[config.mk]
export PLATFORM = sky130hd
export DESIGN_NAME = pwm_event_decimator
export DESIGN_NICKNAME = d
export VERILOG_FILES = /design/src/rtl/pwm_event_decimator.sv
export SDC_FILE = /design/constraint.sdc
export NUM_CORES = 1
export LEC_CHECK = 0
export ABC_AREA = 1
export BUFFER_PORTS_ARGS = -buffer_cell sky130_fd_sc_hd__buf_2
export CORE_AREA = 10 10 89 148
export CTS_CLUSTER_DIAMETER = 50
export CTS_CLUSTER_SIZE = 20
export DETAILED_ROUTE_END_ITERATION = 12
export DIE_AREA = 0 0 99 158
export GPL_TIMING_DRIVEN = 0
export HOLD_SLACK_MARGIN = 0.05
export PLACE_DENSITY = 0.85
export SETUP_SLACK_MARGIN = 0.02
export SLEW_MARGIN = 5
export SYNTH_ARGS = -nofsm -noshare
export SYNTH_HDL_FRONTEND = slang
export SYNTH_SLANG_ARGS = --single-unit
[constraint.sdc]
create_clock -name clk -period 5.9 [get_ports clk]
set_input_delay 0.59 -clock clk [delete_from_list [all_inputs] [get_ports clk]]
set_output_delay 0.59 -clock clk [all_outputs]
set_load 0.02 [all_outputs]
[src/rtl/pwm_event_decimator.sv]
// pwm_event_decimator
//   Multi-channel event decimator for the PWM carrier block. Each channel
//   counts rising edges of its carrier event strobe and passes one event out
//   of every (period+1). Output pulses are registered and last one cycle.
//
//   Optional build macro: PWM_EVTDEC_SHADOW_EN
//     defined   : each channel uses a shadow copy of its period that reloads
//                 only at a period boundary (wrap, disabled, cleared or
//                 pass-through), so live period writes never cut a period short.
//     undefined : the live period input is compared on every edge.
//
// Ports
//   clk        in   system clock, rising edge
//   reset      in   asynchronous, active-high; clears all state
//   event_in   in   [NUM_CH]           per-channel event level/strobe
//   enable     in   [NUM_CH]           per-channel enable; low holds channel idle
//   mask_en    in   [NUM_CH]           1 = decimate, 0 = pass every edge through
//   sync_clr   in   [NUM_CH]           synchronous per-channel counter clear
//   period     in   [NUM_CH*CNT_WIDTH] packed periods, ch i = [i*CNT_WIDTH +: CNT_WIDTH]
//   event_out  out  [NUM_CH]           registered single-cycle decimated pulse
//   count_out  out  [NUM_CH*CNT_WIDTH] packed registered counter values
module pwm_event_decimator #(
  parameter int NUM_CH    = 8,
  parameter int CNT_WIDTH = 8
) (
  input  logic                          clk,
  input  logic                          reset,
  input  logic [NUM_CH-1:0]             event_in,
  input  logic [NUM_CH-1:0]             enable,
  input  logic [NUM_CH-1:0]             mask_en,
  input  logic [NUM_CH-1:0]             sync_clr,
  input  logic [NUM_CH*CNT_WIDTH-1:0]   period,
  output logic [NUM_CH-1:0]             event_out,
  output logic [NUM_CH*CNT_WIDTH-1:0]   count_out
);

  for (genvar i = 0; i < NUM_CH; i++) begin : g_ch
    logic                 prev_q;
    logic                 edge_det;
    logic [CNT_WIDTH-1:0] period_i;
    logic [CNT_WIDTH-1:0] act_p;
    logic [CNT_WIDTH-1:0] cnt_q, cnt_d;
    logic                 ev_q, ev_d;

    assign period_i = period[i*CNT_WIDTH +: CNT_WIDTH];
    // prev tracks the input every cycle, even while disabled or cleared,
    // so a level held high across those states never re-counts.
    assign edge_det = event_in[i] & ~prev_q;

`ifdef PWM_EVTDEC_SHADOW_EN
    logic [CNT_WIDTH-1:0] shadow_q, shadow_d;
    logic                 boundary;

    // Any cycle that leaves the counter at a period start is a safe point
    // to adopt the new period.
    assign boundary = ~enable[i] | sync_clr[i] | ~mask_en[i] |
                      (edge_det & (cnt_q >= shadow_q));
    assign shadow_d = boundary ? period_i : shadow_q;
    assign act_p    = shadow_q;

    always_ff @(posedge clk or posedge reset) begin
      if (reset) shadow_q <= '0;
      else       shadow_q <= shadow_d;
    end
`else
    assign act_p = period_i;
`endif

    always_comb begin
      cnt_d = cnt_q;
      ev_d  = 1'b0;
      if (!enable[i]) begin
        cnt_d = '0;
      end else if (sync_clr[i]) begin
        cnt_d = '0;
      end else if (!mask_en[i]) begin
        cnt_d = '0;
        ev_d  = edge_det;
      end else if (edge_det) begin
        // >= rather than == so a live period decrease below the current
        // count wraps on the next edge instead of running to overflow.
        if (cnt_q >= act_p) begin
          cnt_d = '0;
          ev_d  = 1'b1;
        end else begin
          cnt_d = cnt_q + CNT_WIDTH'(1);
        end
      end
    end

    always_ff @(posedge clk or posedge reset) begin
      if (reset) begin
        prev_q <= 1'b0;
        cnt_q  <= '0;
        ev_q   <= 1'b0;
      end else begin
        prev_q <= event_in[i];
        cnt_q  <= cnt_d;
        ev_q   <= ev_d;
      end
    end

    assign event_out[i]                         = ev_q;
    assign count_out[i*CNT_WIDTH +: CNT_WIDTH]  = cnt_q;
  end

endmodule
# Yosys cells after proc, flatten, opt, wreduce, memory -nomap -nowiden
# Cells that the tools add are included.
[op_classes]
add_sub_neg = 8
n_lt_le_gt_ge = 8
n_eq_ne = 8
n_mux = 80
n_bitwise = 16
[ops]
columns = ["cell", "count"]
rows = [
  ["2-to-1 mux 8 bit", 40],
  ["adder 8 x 1 -> 8 bit (second input constant)", 8],
  ["greater-or-equal comparator 8 bit", 8],
  ["2-to-1 mux 1 bit", 40],
  ["inequality test 4 x 2 -> 1 bit (second input constant)", 8],
  ["bitwise AND 1 bit", 8],
  ["inverter 1 bit", 8],
]
[totals]
ff_bits = 80
inputBits = 98
out_inout_bits = 72
wordCells = 144

# Depth between registers and ports, before layout
[depth]
depth_word = 6
mapped_depth = 12
ltp_nobuf = 12

# Worst setup path after synthesis
# OpenSTA, ideal clock, no wires.
[synth_path]
path_kind = "input -> register"
startpoint = "in period[23]"
endpoint = "reg g_ch[2].cnt_q[2]"
setup_ns = 0.065
arrival_time_ns = 1.628
required_ns = 5.835
path_slack_ns = 4.206
stages = 8
path_buffers = 0
cell_sequence = "inv_1 ha_1 a21o_1 nor2_2 nand3_1 nor2_1 nand3_1 nand2_1"
[synth_between]
elab_chain_len = 6
[synth_rtl]
columns = ["item", "line", "text"]
rows = [
  ["start: declaration", "32", "input logic [NUM_CH*CNT_WIDTH-1:0] period,"],
  ["greater-or-equal comparator 8 bit", "82", "if (cnt_q >= act_p) begin"],
  ["2-to-1 mux 8 bit", "82", ""],
  ["2-to-1 mux 8 bit", "79", "end else if (edge_det) begin"],
  ["2-to-1 mux 8 bit", "76", "end else if (!mask_en[i]) begin"],
  ["2-to-1 mux 8 bit", "74", "end else if (sync_clr[i]) begin"],
  ["2-to-1 mux 8 bit", "72", "if (!enable[i]) begin"],
  ["end signal: assignment", "98", "cnt_q <= cnt_d;"],
  ["end: declaration", "42", "logic [CNT_WIDTH-1:0] cnt_q, cnt_d;"],
]
# Every way passes these cells. The select of a mux whose other input is x is not followed.
# A chain may end at the register's enable or synchronous reset.

# Worst setup path after layout
[layout_path]
startpoint = "reg g_ch[2].cnt_q[5]"
endpoint = "reg g_ch[2].cnt_q[2]"
[layout_between]
elab_chain_len = 6
[layout_rtl]
columns = ["item", "line"]
rows = [
  ["greater-or-equal comparator 8 bit", "82"],
  ["2-to-1 mux 8 bit", "82"],
  ["2-to-1 mux 8 bit", "79"],
  ["2-to-1 mux 8 bit", "76"],
  ["2-to-1 mux 8 bit", "74"],
  ["2-to-1 mux 8 bit", "72"],
]
# Every way passes these cells. The select of a mux whose other input is x is not followed.

==> metrics <==
CP peak stage delay 0.44 ns; Mapped Cells 784; post-synthesis cell area 0.00592 mm2; LEAKAGE 0.00441 uW; setup TNS 0 ns; placed insts 1084; setup bufs post-CTS 0; post-synth cell types 40; I/O pin count 170; CP Cell Sequence ha_1 > a21oi_1 > nor2_1 > nor2_2 > nand3_1 > nor2_1 > nand3_1 > nand2_1; R2R Path End g_ch[2].cnt_q[2]; Iter 0 DRT Violations 111; Util after Layout 68.1%; Num Clock Sinks 80; setup ws final 4.20 ns; Non-Filler Instances 1101; Setup crit start g_ch[2].cnt_q[5]; critical path peak fanout 6; Initial Utilization 55.3%; fin crit share 28.8%; Post-synth EDFFs 0; height of the die 158 um; post-route minimum period 1.70 ns; Setup Skew 0.00721 ns; number of port buffers 169; # resized after CTS 0; GR Util All Layers 18.6%; global-route wire length before repair 24600 um; Die Outline Area 0.0156 mm2; most area-consuming cells after synthesis dfrtp_1 34%, ha_1 15%, nand2_1 11%; initial antenna violation count 1; dpl hpwl 11900 um; final antenna-violating net count 0; Critical-path top delay cell dfrtp_1; drc violations 0; top_reg_cell synth dfrtp_1; Seq/Total Area, Yosys 33.8%; Worst Hold Class input port to async pin; worst r2r src g_ch[2].cnt_q[5]; via-per-instance ratio 4.99; slew at the pin with the worst max-slew slack 0.495 ns; drt wl/cell 13.0 um; largest net degree at the start of global routing 45; die span in x 99 um; Syn Area/Cell 7.55 um2; top-count cell post-synth nand2_1; yosys warns 0; vias in the first global route 5565; final setup fails 0; Fill cells 965; WP data required 6.17 ns; Root Buffer clkbuf_16; VDD IR max 0.175 mV; Reg area 0.00200 mm2; status completed; Max-Cap Viols 0; Layout area overhead 23.1%; CP Capture Type flip-flop; arrival time worst endpoint 1.97 ns; top post-synthesis cells by count 175 x nand2_1, 162 x inv_1, 80 x dfrtp_1, 72 x ha_1, 63 x nor2_1; FMAX 588 MHz; Setup crit end g_ch[2].cnt_q[2]; Core ar. 0.0107 mm2; DRT Wirelength 14400 um; syn_nets 954; total gr overflow 0; largest area contributor in the netlist dfrtp_1; Synth top area share 33.8%; ys async rst share 100%; later-pin clock latency in the skew report 0.33 ns; CTS tree yes; Cell Rows 50; Vias 5494; CTS Buffer Depth 2; First-pass DRT Iterations 4; RePlAce Congestion 0.860; Final #Nets 1135; pwr/cell area 178 mW/mm2; CTS Hold Bufs 0; critical path class flip-flop to flip-flop; area of the multi-input gates 0.00322 mm2; Worst slew margin 67.0%; Seq cells post-synth 80; startpoint types flip-flop; clk slew on worst S/H paths 0.06 ns; minimum hold slack 0.300 ns; Final Hold Fails 0; Slew Limit Fails 0; H-tree depth 3; share of post-route cells with drive strength above 1 23.2%; Num CTS Buffers 9; worst-case reg-to-reg path depth 8; Post-Place Setup Slack 3.94 ns; RSZ-0062 raised after global routing no; slack of the worst reg-to-reg path 4.20 ns
per-stage QoR:
stage	cell area [um2]	power [uW]
floorplan	5920	653
finish	7280	1300
global placement	6930	705
detailed placement	6960	712
CTS	7280	1320
global route	7280	1370
layout by cell type (no fill, tap or decap), types with 2 or more instances in the layout:
| cell | instances |
|---|---|
| nand2_1 | 175 |
| buf_2 | 169 |
| inv_1 | 161 |
| dfrtp_1 | 80 |
| ha_1 | 72 |
| nor2_1 | 63 |
| a21oi_1 | 48 |
| nand3_1 | 45 |
| xor2_1 | 26 |
| nand4_1 | 19 |
| o21ai_0 | 13 |
| o21ai_1 | 12 |
| buf_4 | 9 |
| clkbuf_16 | 9 |
| nand2_2 | 6 |
| xnor2_1 | 6 |
| and3_1 | 4 |
| nand3_2 | 4 |
| nor2_2 | 3 |
| nand3b_1 | 3 |
| o21a_1 | 3 |
| a21boi_1 | 3 |
| diode_2 | 2 |
| a21o_1 | 2 |
| nor3_1 | 2 |
| inv_2 | 2 |
| a31oi_4 | 2 |
| or2_1 | 2 |
| or2_2 | 2 |
| nor3_2 | 2 |
| o21bai_1 | 2 |
| clkbuf_8 | 2 |
| bufinv_16 | 2 |
area by class of cell:
| cell class | count | share of cell area (%) |
|---|---|---|
| Clock buffer | 12 | 3.52 |
| Clock inverter | 3 | 0.893 |
| Buffer | 10 | 1.08 |
| Antenna cell | 2 | 0.0687 |
| Tap cell | 130 | 2.23 |
| Inverter | 164 | 8.49 |
| Sequential cell | 80 | 27.5 |
| Multi-Input combinational cell | 530 | 44.2 |
| Timing Repair Buffer | 170 | 12.0 |
worst min path at each step:
| stage | start | endpoint | slack (ns) | cells past startpoint |
|---|---|---|---|---|
| after detailed placement | g_ch[2].cnt_q[7] | g_ch[2].cnt_q[7] | 0.56 | 2 |
| after global placement | g_ch[1].cnt_q[7] | g_ch[1].cnt_q[7] | 0.54 | 2 |
| final | reset | g_ch[2].cnt_q[3] | 0.30 | 2 |
| after CTS | reset | g_ch[3].cnt_q[4] | 0.30 | 2 |
| after floorplan | g_ch[3].prev_q | g_ch[3].ev_q | 0.56 | 5 |
| after global routing | reset | g_ch[3].cnt_q[4] | 0.33 | 2 |
state kept, by name (all words and copies together), names as in the netlist:
register     count
g_ch.prev_q      8
g_ch.cnt_q      64
g_ch.ev_q        8
layer usage:
layer  vias to the layer above  routed length [um]  track usage, %
met5                         -                   0               0
met4                         0                 383            7.27
met3                        22                 965            5.63
met2                       131                7710            34.4
met1                      2500                5310            18.8
li1                       2841                   -               -
critical path: cells and delay by family, from the launching register on:
kind | cells | cell delay (ns)
compound gates | 1 | 0.17
flops | 1 | 0.44
simple gates | 6 | 0.71
fa+ha+maj | 1 | 0.32
power by group:
part | switching [uW] | leakage (uW) | total (uW) | internal [uW]
sequential | 4.03 | 0.00110 | 558 | 554
combinational | 82.9 | 0.00315 | 142 | 59.3
clock | 207 | 0.000159 | 597 | 391
total | 294 | 0.00441 | 1300 | 1000
logic make-up after synthesis:
family | count (synthesis) | synth area share [%]
xor+xnor | 32 | 4.74
compound gates | 89 | 8.75
buf+inv | 174 | 11.7
flops | 80 | 33.8
fa+ha+maj | 72 | 15.2
simple gates | 337 | 25.7
(Power assumes the default switching activity.)
